File: config.mk
export PLATFORM = sky130hd
export DESIGN_NAME = alu_issue_stage
export DESIGN_NICKNAME = d
export VERILOG_FILES = /design/src/rtl/alu_issue_stage_pkg.sv /design/src/rtl/alu_issue_stage_fwd_mux.sv /design/src/rtl/alu_issue_stage.sv
export SDC_FILE = /design/constraint.sdc
export NUM_CORES = 1
export LEC_CHECK = 0
export CAP_MARGIN = 0
export CORE_MARGIN = 8
export CORE_UTILIZATION = 25
export CTS_CLUSTER_DIAMETER = 60
export CTS_CLUSTER_SIZE = 25
export DETAILED_ROUTE_END_ITERATION = 16
export SLEW_MARGIN = 20
export SYNTH_ARGS = -nofsm -noshare
export SYNTH_HDL_FRONTEND = slang
export SYNTH_HIERARCHICAL = 1
export SYNTH_SLANG_ARGS = --single-unit
File: constraint.sdc
create_clock -name clk -period 2.9 [get_ports clk]
set_input_delay 0.29 -clock clk [delete_from_list [all_inputs] [get_ports clk]]
set_output_delay 0.29 -clock clk [all_outputs]
set_load 0.05 [all_outputs]
File: src/rtl/alu_issue_stage_pkg.sv
`default_nettype none
// ============================================================================
//  Module   : alu_issue_stage_pkg
//  Purpose  : Shared ALU op encodings, register-zero address and default
//             widths for the ALU issue stage and its forwarding muxes.
//  Revision : 1.0  initial release
// ============================================================================
package alu_issue_stage_pkg;

    // Default data-path and field widths
    localparam int c_opcode_width    = 4;
    localparam int c_sa_width        = 5;
    localparam int c_operand_width   = 32;
    localparam int c_reg_addr_width  = 5;
    localparam int c_stall_cnt_width = 16;

    // Architectural zero register: never a forwarding target
    localparam logic [c_reg_addr_width-1:0] c_reg_zero = '0;

    // ALU operation encodings shared with the ALU
    localparam logic [c_opcode_width-1:0] c_alu_add  = 4'b0000;
    localparam logic [c_opcode_width-1:0] c_alu_sub  = 4'b0001;
    localparam logic [c_opcode_width-1:0] c_alu_and  = 4'b0010;
    localparam logic [c_opcode_width-1:0] c_alu_or   = 4'b0011;
    localparam logic [c_opcode_width-1:0] c_alu_xor  = 4'b0100;
    localparam logic [c_opcode_width-1:0] c_alu_slt  = 4'b0101;
    localparam logic [c_opcode_width-1:0] c_alu_sltu = 4'b0110;
    localparam logic [c_opcode_width-1:0] c_alu_lui  = 4'b0111;
    localparam logic [c_opcode_width-1:0] c_alu_sll  = 4'b1000;
    localparam logic [c_opcode_width-1:0] c_alu_srl  = 4'b1001;
    localparam logic [c_opcode_width-1:0] c_alu_sra  = 4'b1010;

endpackage
`default_nettype wire

File: src/rtl/alu_issue_stage_fwd_mux.sv
`default_nettype none
// ============================================================================
//  Module   : fwd_mux
//  Purpose  : Two-source RAW forwarding priority mux for one source operand.
//             EX result beats the writeback bus, which beats the register
//             file. Register zero never forwards.
//  Revision : 1.0  initial release
// ============================================================================
module fwd_mux
    import alu_issue_stage_pkg::*;
#(
    parameter int OPERAND_WIDTH  = c_operand_width,
    parameter int REG_ADDR_WIDTH = c_reg_addr_width
) (
    input  logic [REG_ADDR_WIDTH-1:0] i_rs,
    input  logic [OPERAND_WIDTH-1:0]  i_rf_data,
    input  logic                      i_ex_en,
    input  logic [REG_ADDR_WIDTH-1:0] i_ex_rd,
    input  logic [OPERAND_WIDTH-1:0]  i_ex_data,
    input  logic                      i_wb_we,
    input  logic [REG_ADDR_WIDTH-1:0] i_wb_rd,
    input  logic [OPERAND_WIDTH-1:0]  i_wb_data,
    output logic [OPERAND_WIDTH-1:0]  o_data
);

    localparam logic [REG_ADDR_WIDTH-1:0] c_zero = REG_ADDR_WIDTH'(c_reg_zero);

    logic w_rs_nz;
    logic w_ex_hit;
    logic w_wb_hit;

    assign w_rs_nz  = (i_rs != c_zero);
    assign w_ex_hit = i_ex_en && (i_ex_rd == i_rs) && w_rs_nz;
    assign w_wb_hit = i_wb_we && (i_wb_rd == i_rs) && w_rs_nz;

    // Priority select: in-flight EX result is younger than the WB value
    always_comb begin
        o_data = i_rf_data;
        if (w_ex_hit) begin
            o_data = i_ex_data;
        end else if (w_wb_hit) begin
            o_data = i_wb_data;
        end
    end

endmodule
`default_nettype wire

File: src/rtl/alu_issue_stage.sv
`default_nettype none
// ============================================================================
//  Module   : alu_issue_stage
//  Purpose  : Valid/ready pipeline register feeding the 32-bit ALU. Forwards
//             EX/WB results into the operands, selects immediate vs rs2,
//             supports flush and back-pressure, counts stall cycles.
//  Revision : 1.0  initial release
// ============================================================================
module alu_issue_stage
    import alu_issue_stage_pkg::*;
#(
    parameter int OPCODE_WIDTH    = c_opcode_width,
    parameter int SA_WIDTH        = c_sa_width,
    parameter int OPERAND_WIDTH   = c_operand_width,
    parameter int REG_ADDR_WIDTH  = c_reg_addr_width,
    parameter int STALL_CNT_WIDTH = c_stall_cnt_width
) (
    input  logic                       clk,
    input  logic                       rst_n,
    input  logic                       in_valid,
    output logic                       in_ready,
    input  logic [OPCODE_WIDTH-1:0]    in_alu_op,
    input  logic [REG_ADDR_WIDTH-1:0]  in_rs1,
    input  logic [REG_ADDR_WIDTH-1:0]  in_rs2,
    input  logic [OPERAND_WIDTH-1:0]   in_rs1_data,
    input  logic [OPERAND_WIDTH-1:0]   in_rs2_data,
    input  logic [OPERAND_WIDTH-1:0]   in_imm,
    input  logic                       in_use_imm,
    input  logic [REG_ADDR_WIDTH-1:0]  in_rd,
    input  logic                       in_rd_we,
    input  logic [OPERAND_WIDTH-1:0]   alu_c,
    input  logic                       wb_we,
    input  logic [REG_ADDR_WIDTH-1:0]  wb_rd,
    input  logic [OPERAND_WIDTH-1:0]   wb_data,
    input  logic                       flush,
    input  logic                       out_ready,
    output logic                       out_valid,
    output logic [OPCODE_WIDTH-1:0]    ALUop,
    output logic [SA_WIDTH-1:0]        Sa,
    output logic [OPERAND_WIDTH-1:0]   A,
    output logic [OPERAND_WIDTH-1:0]   B,
    output logic [REG_ADDR_WIDTH-1:0]  out_rd,
    output logic                       out_rd_we,
    output logic [STALL_CNT_WIDTH-1:0] stall_cnt
);

    logic                       r_out_valid;
    logic [OPCODE_WIDTH-1:0]    r_alu_op;
    logic [SA_WIDTH-1:0]        r_sa;
    logic [OPERAND_WIDTH-1:0]   r_a;
    logic [OPERAND_WIDTH-1:0]   r_b;
    logic [REG_ADDR_WIDTH-1:0]  r_rd;
    logic                       r_rd_we;
    logic [STALL_CNT_WIDTH-1:0] r_stall_cnt;

    logic                       w_accept;
    logic                       w_ex_en;
    logic                       w_stall;
    logic [OPERAND_WIDTH-1:0]   w_fwd_rs1;
    logic [OPERAND_WIDTH-1:0]   w_fwd_rs2;
    logic [OPERAND_WIDTH-1:0]   w_b;
    logic [SA_WIDTH-1:0]        w_sa;

    // Ready does not look at flush: a flushed instruction still handshakes
    assign in_ready = !r_out_valid || out_ready;
    assign w_accept = in_valid && in_ready;
    // The held instruction is the EX producer whose result is on alu_c
    assign w_ex_en  = r_out_valid && r_rd_we;
    assign w_stall  = r_out_valid && !out_ready && !flush;

    fwd_mux #(
        .OPERAND_WIDTH  (OPERAND_WIDTH),
        .REG_ADDR_WIDTH (REG_ADDR_WIDTH)
    ) u_fwd_rs1 (
        .i_rs      (in_rs1),
        .i_rf_data (in_rs1_data),
        .i_ex_en   (w_ex_en),
        .i_ex_rd   (r_rd),
        .i_ex_data (alu_c),
        .i_wb_we   (wb_we),
        .i_wb_rd   (wb_rd),
        .i_wb_data (wb_data),
        .o_data    (w_fwd_rs1)
    );

    fwd_mux #(
        .OPERAND_WIDTH  (OPERAND_WIDTH),
        .REG_ADDR_WIDTH (REG_ADDR_WIDTH)
    ) u_fwd_rs2 (
        .i_rs      (in_rs2),
        .i_rf_data (in_rs2_data),
        .i_ex_en   (w_ex_en),
        .i_ex_rd   (r_rd),
        .i_ex_data (alu_c),
        .i_wb_we   (wb_we),
        .i_wb_rd   (wb_rd),
        .i_wb_data (wb_data),
        .o_data    (w_fwd_rs2)
    );

    assign w_b  = in_use_imm ? in_imm : w_fwd_rs2;
    assign w_sa = in_use_imm ? in_imm[SA_WIDTH-1:0] : w_fwd_rs2[SA_WIDTH-1:0];

    // Pipeline register: flush beats accept, accept beats drain, else hold
    always_ff @(posedge clk or negedge rst_n) begin
        if (!rst_n) begin
            r_out_valid <= 1'b0;
            r_alu_op    <= '0;
            r_sa        <= '0;
            r_a         <= '0;
            r_b         <= '0;
            r_rd        <= '0;
            r_rd_we     <= 1'b0;
        end else if (flush) begin
            r_out_valid <= 1'b0;
            r_rd_we     <= 1'b0;
        end else if (w_accept) begin
            r_out_valid <= 1'b1;
            r_alu_op    <= in_alu_op;
            r_sa        <= w_sa;
            r_a         <= w_fwd_rs1;
            r_b         <= w_b;
            r_rd        <= in_rd;
            r_rd_we     <= in_rd_we;
        end else if (out_ready) begin
            r_out_valid <= 1'b0;
            r_rd_we     <= 1'b0;
        end
    end

    // Saturating stall counter; only reset clears it
    always_ff @(posedge clk or negedge rst_n) begin
        if (!rst_n) begin
            r_stall_cnt <= '0;
        end else if (w_stall && !(&r_stall_cnt)) begin
            r_stall_cnt <= r_stall_cnt + STALL_CNT_WIDTH'(1);
        end
    end

    assign out_valid = r_out_valid;
    assign ALUop     = r_alu_op;
    assign Sa        = r_sa;
    assign A         = r_a;
    assign B         = r_b;
    assign out_rd    = r_rd;
    assign out_rd_we = r_rd_we;
    assign stall_cnt = r_stall_cnt;

endmodule
`default_nettype wire
## Yosys cells after proc, flatten, opt, wreduce, memory -nomap -nowiden

Cells that the tools add are included.

- $add $sub $neg: 1
- Equal/unequal tests: 4
- Reductions and logical operators: 23
- Mux-type cells: 11
- Bitwise logic cells: 1

Operator list:

| operator | count |
|---|---|
| 2-to-1 mux 32 bit | 5 |
| equality test 5 bit | 4 |
| adder 16 x 1 -> 16 bit, second input constant | 1 |
| AND reduction 16 bit | 1 |
| logical AND 1 bit | 13 |
| nonzero test 5 bit | 2 |
| 2-to-1 mux 1 bit | 5 |
| 2-to-1 mux 5 bit | 1 |
| logical NOT 1 bit | 4 |
| nonzero test 3 bit | 1 |
| AND reduction 2 bit | 1 |
| logical OR 1 bit | 1 |
| inverter 1 bit | 1 |

- Bits in registers: 96
- Logic and storage cells: 48
- Input port bits: 192
- Output and inout port bits: 97

## Longest topological paths before layout

- Depth after elaboration: 6
- Mapped depth: 8
- Gate-level depth less buffers: 6

## By module

Netlist, hierarchy kept.

Modules (own cells, without submodules):

| module | cells each | instances | area an instance (µm²) | sequential area each (µm²) |
|---|---|---|---|---|
| alu_issue_stage | 279 | 1 | 4033.9 | 2277.2 |
| fwd_mux | 198 | 2 | 1153.6 | 0.0 |

## Least setup slack after synthesis

No wires, ideal clock.

- Kind: input-to-reg
- From: input port in_rs2[2]
- To: register r_b[11] (netlist: B[11])
- Setup slack: 773 ps
- Arrival time: 2003 ps
- Stages: 7
- Buffers on the path: 1
- Required time: 2775 ps
- Library setup time: 125 ps
- Cells stage by stage: or4_4 o211ai_4 buf_2 or3_1 a31oi_1 mux2_2 mux2_2

- Longest elaborated chain between the ends: 6
- Elaborated cells between the ends (all ways): 10
- Classes of those cells: eq/ne: 2; mux: 3; reduce/logical: 5

Ends and longest elaborated chain:

| item | line | RTL |
|---|---|---|
| from (decl) | alu_issue_stage.sv:24 | `input logic [REG_ADDR_WIDTH-1:0] in_rs2,` |
| equality test 5 bit | alu_issue_stage_fwd_mux.sv:34 | `assign w_wb_hit = i_wb_we && (i_wb_rd == i_rs) && w_rs_nz;` |
| logical AND 1 bit (2 in a row) | alu_issue_stage_fwd_mux.sv:34 |  |
| 2-to-1 mux 32 bit | alu_issue_stage_fwd_mux.sv:41 | `end else if (w_wb_hit) begin` |
| 2-to-1 mux 32 bit * | alu_issue_stage_fwd_mux.sv:39 | `if (w_ex_hit) begin` |
| via w_fwd_rs2[11] | alu_issue_stage.sv:60 | `logic [OPERAND_WIDTH-1:0] w_fwd_rs2;` |
| 2-to-1 mux 32 bit * | alu_issue_stage.sv:101 | `assign w_b = in_use_imm ? in_imm : w_fwd_rs2;` |
| to (signal assigned) | alu_issue_stage.sv:122 | `r_b <= w_b;` |
| to (decl) | alu_issue_stage.sv:51 | `logic [OPERAND_WIDTH-1:0] r_b;` |

Mark *: on every way through the listed nets, which the timed path passes. The rest lies on a longest branch.
A chain may end at the register's enable or synchronous reset.

## Worst setup path after layout

- From: input port in_rs2[2]
- To: register r_b[22] (netlist: B[22])

Same word-level chain as after synthesis.

==> flow_summary_export.csv <==
group,metric,value,unit
outcome,status,"complete, no violations",
drt,firstDrtPassIters,5,
clock_tree,path_clk_slew,0.07,ns
setup_path,worstRegToRegCells,7,
sta,setup_viol,0,
placed_design,dpl.hpwl,20200,um
drt,routedWlPerCell,21.30,um
finish,drive_above_1_share,18.37,%
logic_synthesis,synth_cell_types,45,
drt,drt.antenna.violating_nets,0,
logic_synthesis,synth_top_flop_cell,"dfrtp_1",
power,seqPwrFrac,31.0,%
clock_tree,cts_root_buf,"clkbuf_16",
floorplanning,io_pins,289,
sta,skew,0.006814,ns
clock_tree,cts_htree_levels,3,
drt,drt_drc_violations_left,0,
clock_tree,cts.sinks,91,
drt,viasPerCell,5.009,
finish,area_delta_synth_final,56.67,%
power,power_density,543.2,nW/um^2
finish,layout_common_cells,"286 x clkdlybuf4s50_1, 105 x mux2_2, 91 x dfrtp_1",
placed_design,gp_congestion,0.8634,
sta,max_slew_margin,56.86,%
power,clockPowerShare,25.0,%
finish,nFillCells,2527,
floorplanning,core,25040,um^2
drt,via_count,6387,
setup_path,reg2reg_to,"B[22]",
sta,fmax,413.9,MHz
setup_path,rr_startpoint,"out_valid",
logic_synthesis,synthAdderAreaFrac,0.1973,%
power,p_leak,3.812,nW
sta,fin_crit_sh,83.32,%
finish,final_common_cell,"clkdlybuf4s50_1",
grt,grt_pass1_wl,41210,um
setup_path,timing.reg2reg.setup_slack,0.81,ns
grt,grtUsageTotal,17.22,%
logic_synthesis,yosys.area_share.xor_xnor,4.420,%
clock_tree,tritoncts,"built",
placed_design,io_buffers,288,
grt,grt_pass1_vias,6659,
sta,report.final.slew_viol_count,0,
power,p_sw_share,39.54,%
clock_tree,cts_buffers,9,
sta,tns,0,ns
floorplanning,die_h,175.3,um
setup_path,required,3.13,ns
logic_synthesis,ys_async_sr_fraction,100.0,%
grt,antenna_found_initial,6,
logic_synthesis,synth_top_family_by_area,"multiplexers",
power,ir_drop,0.0003144,V
power,power,5.396,mW
logic_synthesis,seq_area_frac_synth,35.91,%
setup_path,cp-end-kind,"register",
setup_path,cp_slowest_cell,"or4_4",
setup_path,path_cells,"clkdlybuf4s50_1 > or4_4 > o211ai_4 > buf_12 > or3_1 > a31oi_1 > mux2_2 > mux2_2",
setup_path,worstSetupPathType,"in -> reg",
setup_path,crit_path_max_fanout,37,
sta,worst_pin_slew,0.6423,ns
logic_synthesis,ys_ff_latch,91,
logic_synthesis,syn_area_per_cell,9.394,um^2
setup_path,cp-start-kind,"primary input",
sta,rsz0062_at_grt,"no",
floorplanning,die_area,30720,um^2
logic_synthesis,yosys_warnings,6,
logic_synthesis,synth_edf_count,0,
power,power.switching,2.134,mW
setup_path,cp.arrival,2.64,ns
power,combPwrFrac,44.0,%
logic_synthesis,synth_mux_area_share,18.88,%
logic_synthesis,synth_compound_area_share,13.52,%
clock_tree,clock_path_buffers,2,
power,power.internal,3.263,mW
floorplanning,initial_utilization,25.33,%
grt,grt_max_degree,55,
clock_tree,clock_latency,0.34,ns
logic_synthesis,syn_nets,868,
logic_synthesis,synth_cells,675,
setup_path,crit_top_cell,"mux2_2",
logic_synthesis,syn_area,6341,um^2
clock_tree,cts_setup_buffers,0,
floorplanning,fp-row-count,58,
drt,drt_iter0_markers,447,
min_path,hold_class,"in -> async",
sta,hold_viol,0,
grt,grt_overflow_total,0,
sta,min_period,2.416,ns
drt,wl,27160,um
finish,nets,1130,
run,drv_cap,0,
setup_path,critical_path.max_stage_delay,0.61,ns
logic_synthesis,yosys.area_share.simple,17.27,%
floorplanning,die_x,175.3,um
[registers in the layout (all words and copies together), names as in the netlist]
register	count
A	32
ALUop	4
B	28
Sa	4
out_rd	5
out_rd_we	1
out_valid	1
stall_cnt	16
[metrics by stage]
stage,worst slack [ns],cells,hold WS (ns),area [um^2],utilization [%]
6_report,0.4837,1275,0.4725,9935,39.68
2_1_floorplan,0.7727,675,-0.005591,6341,-
3_5_place_dp,0.1224,1255,0.3265,9588,38.30
5_1_grt,0.4370,1273,0.5227,9930,39.66
4_1_cts,0.4932,1272,0.4964,9927,39.65
3_3_place_gp,0.1308,1255,0.3202,9588,38.30
[synth_stat cells (7+ instances only)]
cell type	instances	area share [%]
nor3_1	70	5.5
o21ai_0	28	2.2
or3_1	56	5.5
xor2_1	12	1.7
mux2_2	105	19
buf_4	11	1.3
dfrtp_1	91	36
or3_2	8	0.95
buf_2	17	1.3
inv_1	66	3.9
a31oi_1	64	6.3
xnor2_1	20	2.8
buf_6	10	1.8
nand3_1	7	0.55
clkbuf_1	17	1.0
o21ai_1	38	3.0
[routing by layer]
metal	GRT usage [%]	share of wire [%]	vias to the layer above
li1	-	-	2957
met1	20.89	41	3103
met2	28.15	47	280
met3	6.893	10	37
met4	4.062	1.5	10
met5	0	0.21	-
[timing repair]
| action | CTS | global route |
|---|---|---|
| hold buffers | 1 | 0 |
| gates resized for setup | 0 | 0 |
| hold endpoints to repair | 37 | 0 |
[how the worst max path moves through the flow]
stage	from	end	depth (start not counted)
after global routing	in_rs2[2]	B[30]	8
after detailed placement	in_rs2[2]	B[29]	8
after global placement	in_rs2[2]	B[24]	8
final	in_rs2[2]	B[22]	8
after CTS	in_rs2[2]	B[29]	8
after floorplan	in_rs2[2]	B[11]	7
[critical path, delay by kind of cell]
family | cells | cell delay [ns]
multiplexers | 2 | 0.53
AO/OA/AOI/OAI | 2 | 0.35
buffers and inverters | 2 | 0.71
AND/OR/NAND/NOR | 2 | 0.74
[area by class of cell]
cell class | count | area [um^2] | area share [%]
Antenna cell | 3 | 7.507 | 0.07557
Clock buffer | 12 | 256.5 | 2.582
Clock inverter | 4 | 72.57 | 0.7305
Inverter | 66 | 247.7 | 2.494
Multi-Input combinational cell | 457 | 3465 | 34.87
Sequential cell | 91 | 2277 | 22.92
Tap cell | 330 | 412.9 | 4.156
Timing Repair Buffer | 312 | 3196 | 32.17
[power by group through the flow]
stage	registers, mW	logic, mW	clock network [mW]
global placement	1.69	2.38	0
CTS	1.68	2.40	1.40
floorplan	2.46	0.602	0
global route	1.71	2.48	1.46
detailed placement	1.70	2.39	0
finish	1.67	2.38	1.35
[logic make-up (layout without fill, tap and decap cells)]
kind of cell | count (synthesis) | count (layout)
DFF | 91 | 91
and+or+nand+nor | 178 | 178
xor gates and xnor gates | 32 | 32
buffers and inverters | 127 | 394
AOI/OAI and AO/OA | 140 | 140
adders and majority gates | 1 | 1
other | 0 | 3
muxes | 106 | 106
Note: power is estimated with default switching activity, not from simulation.
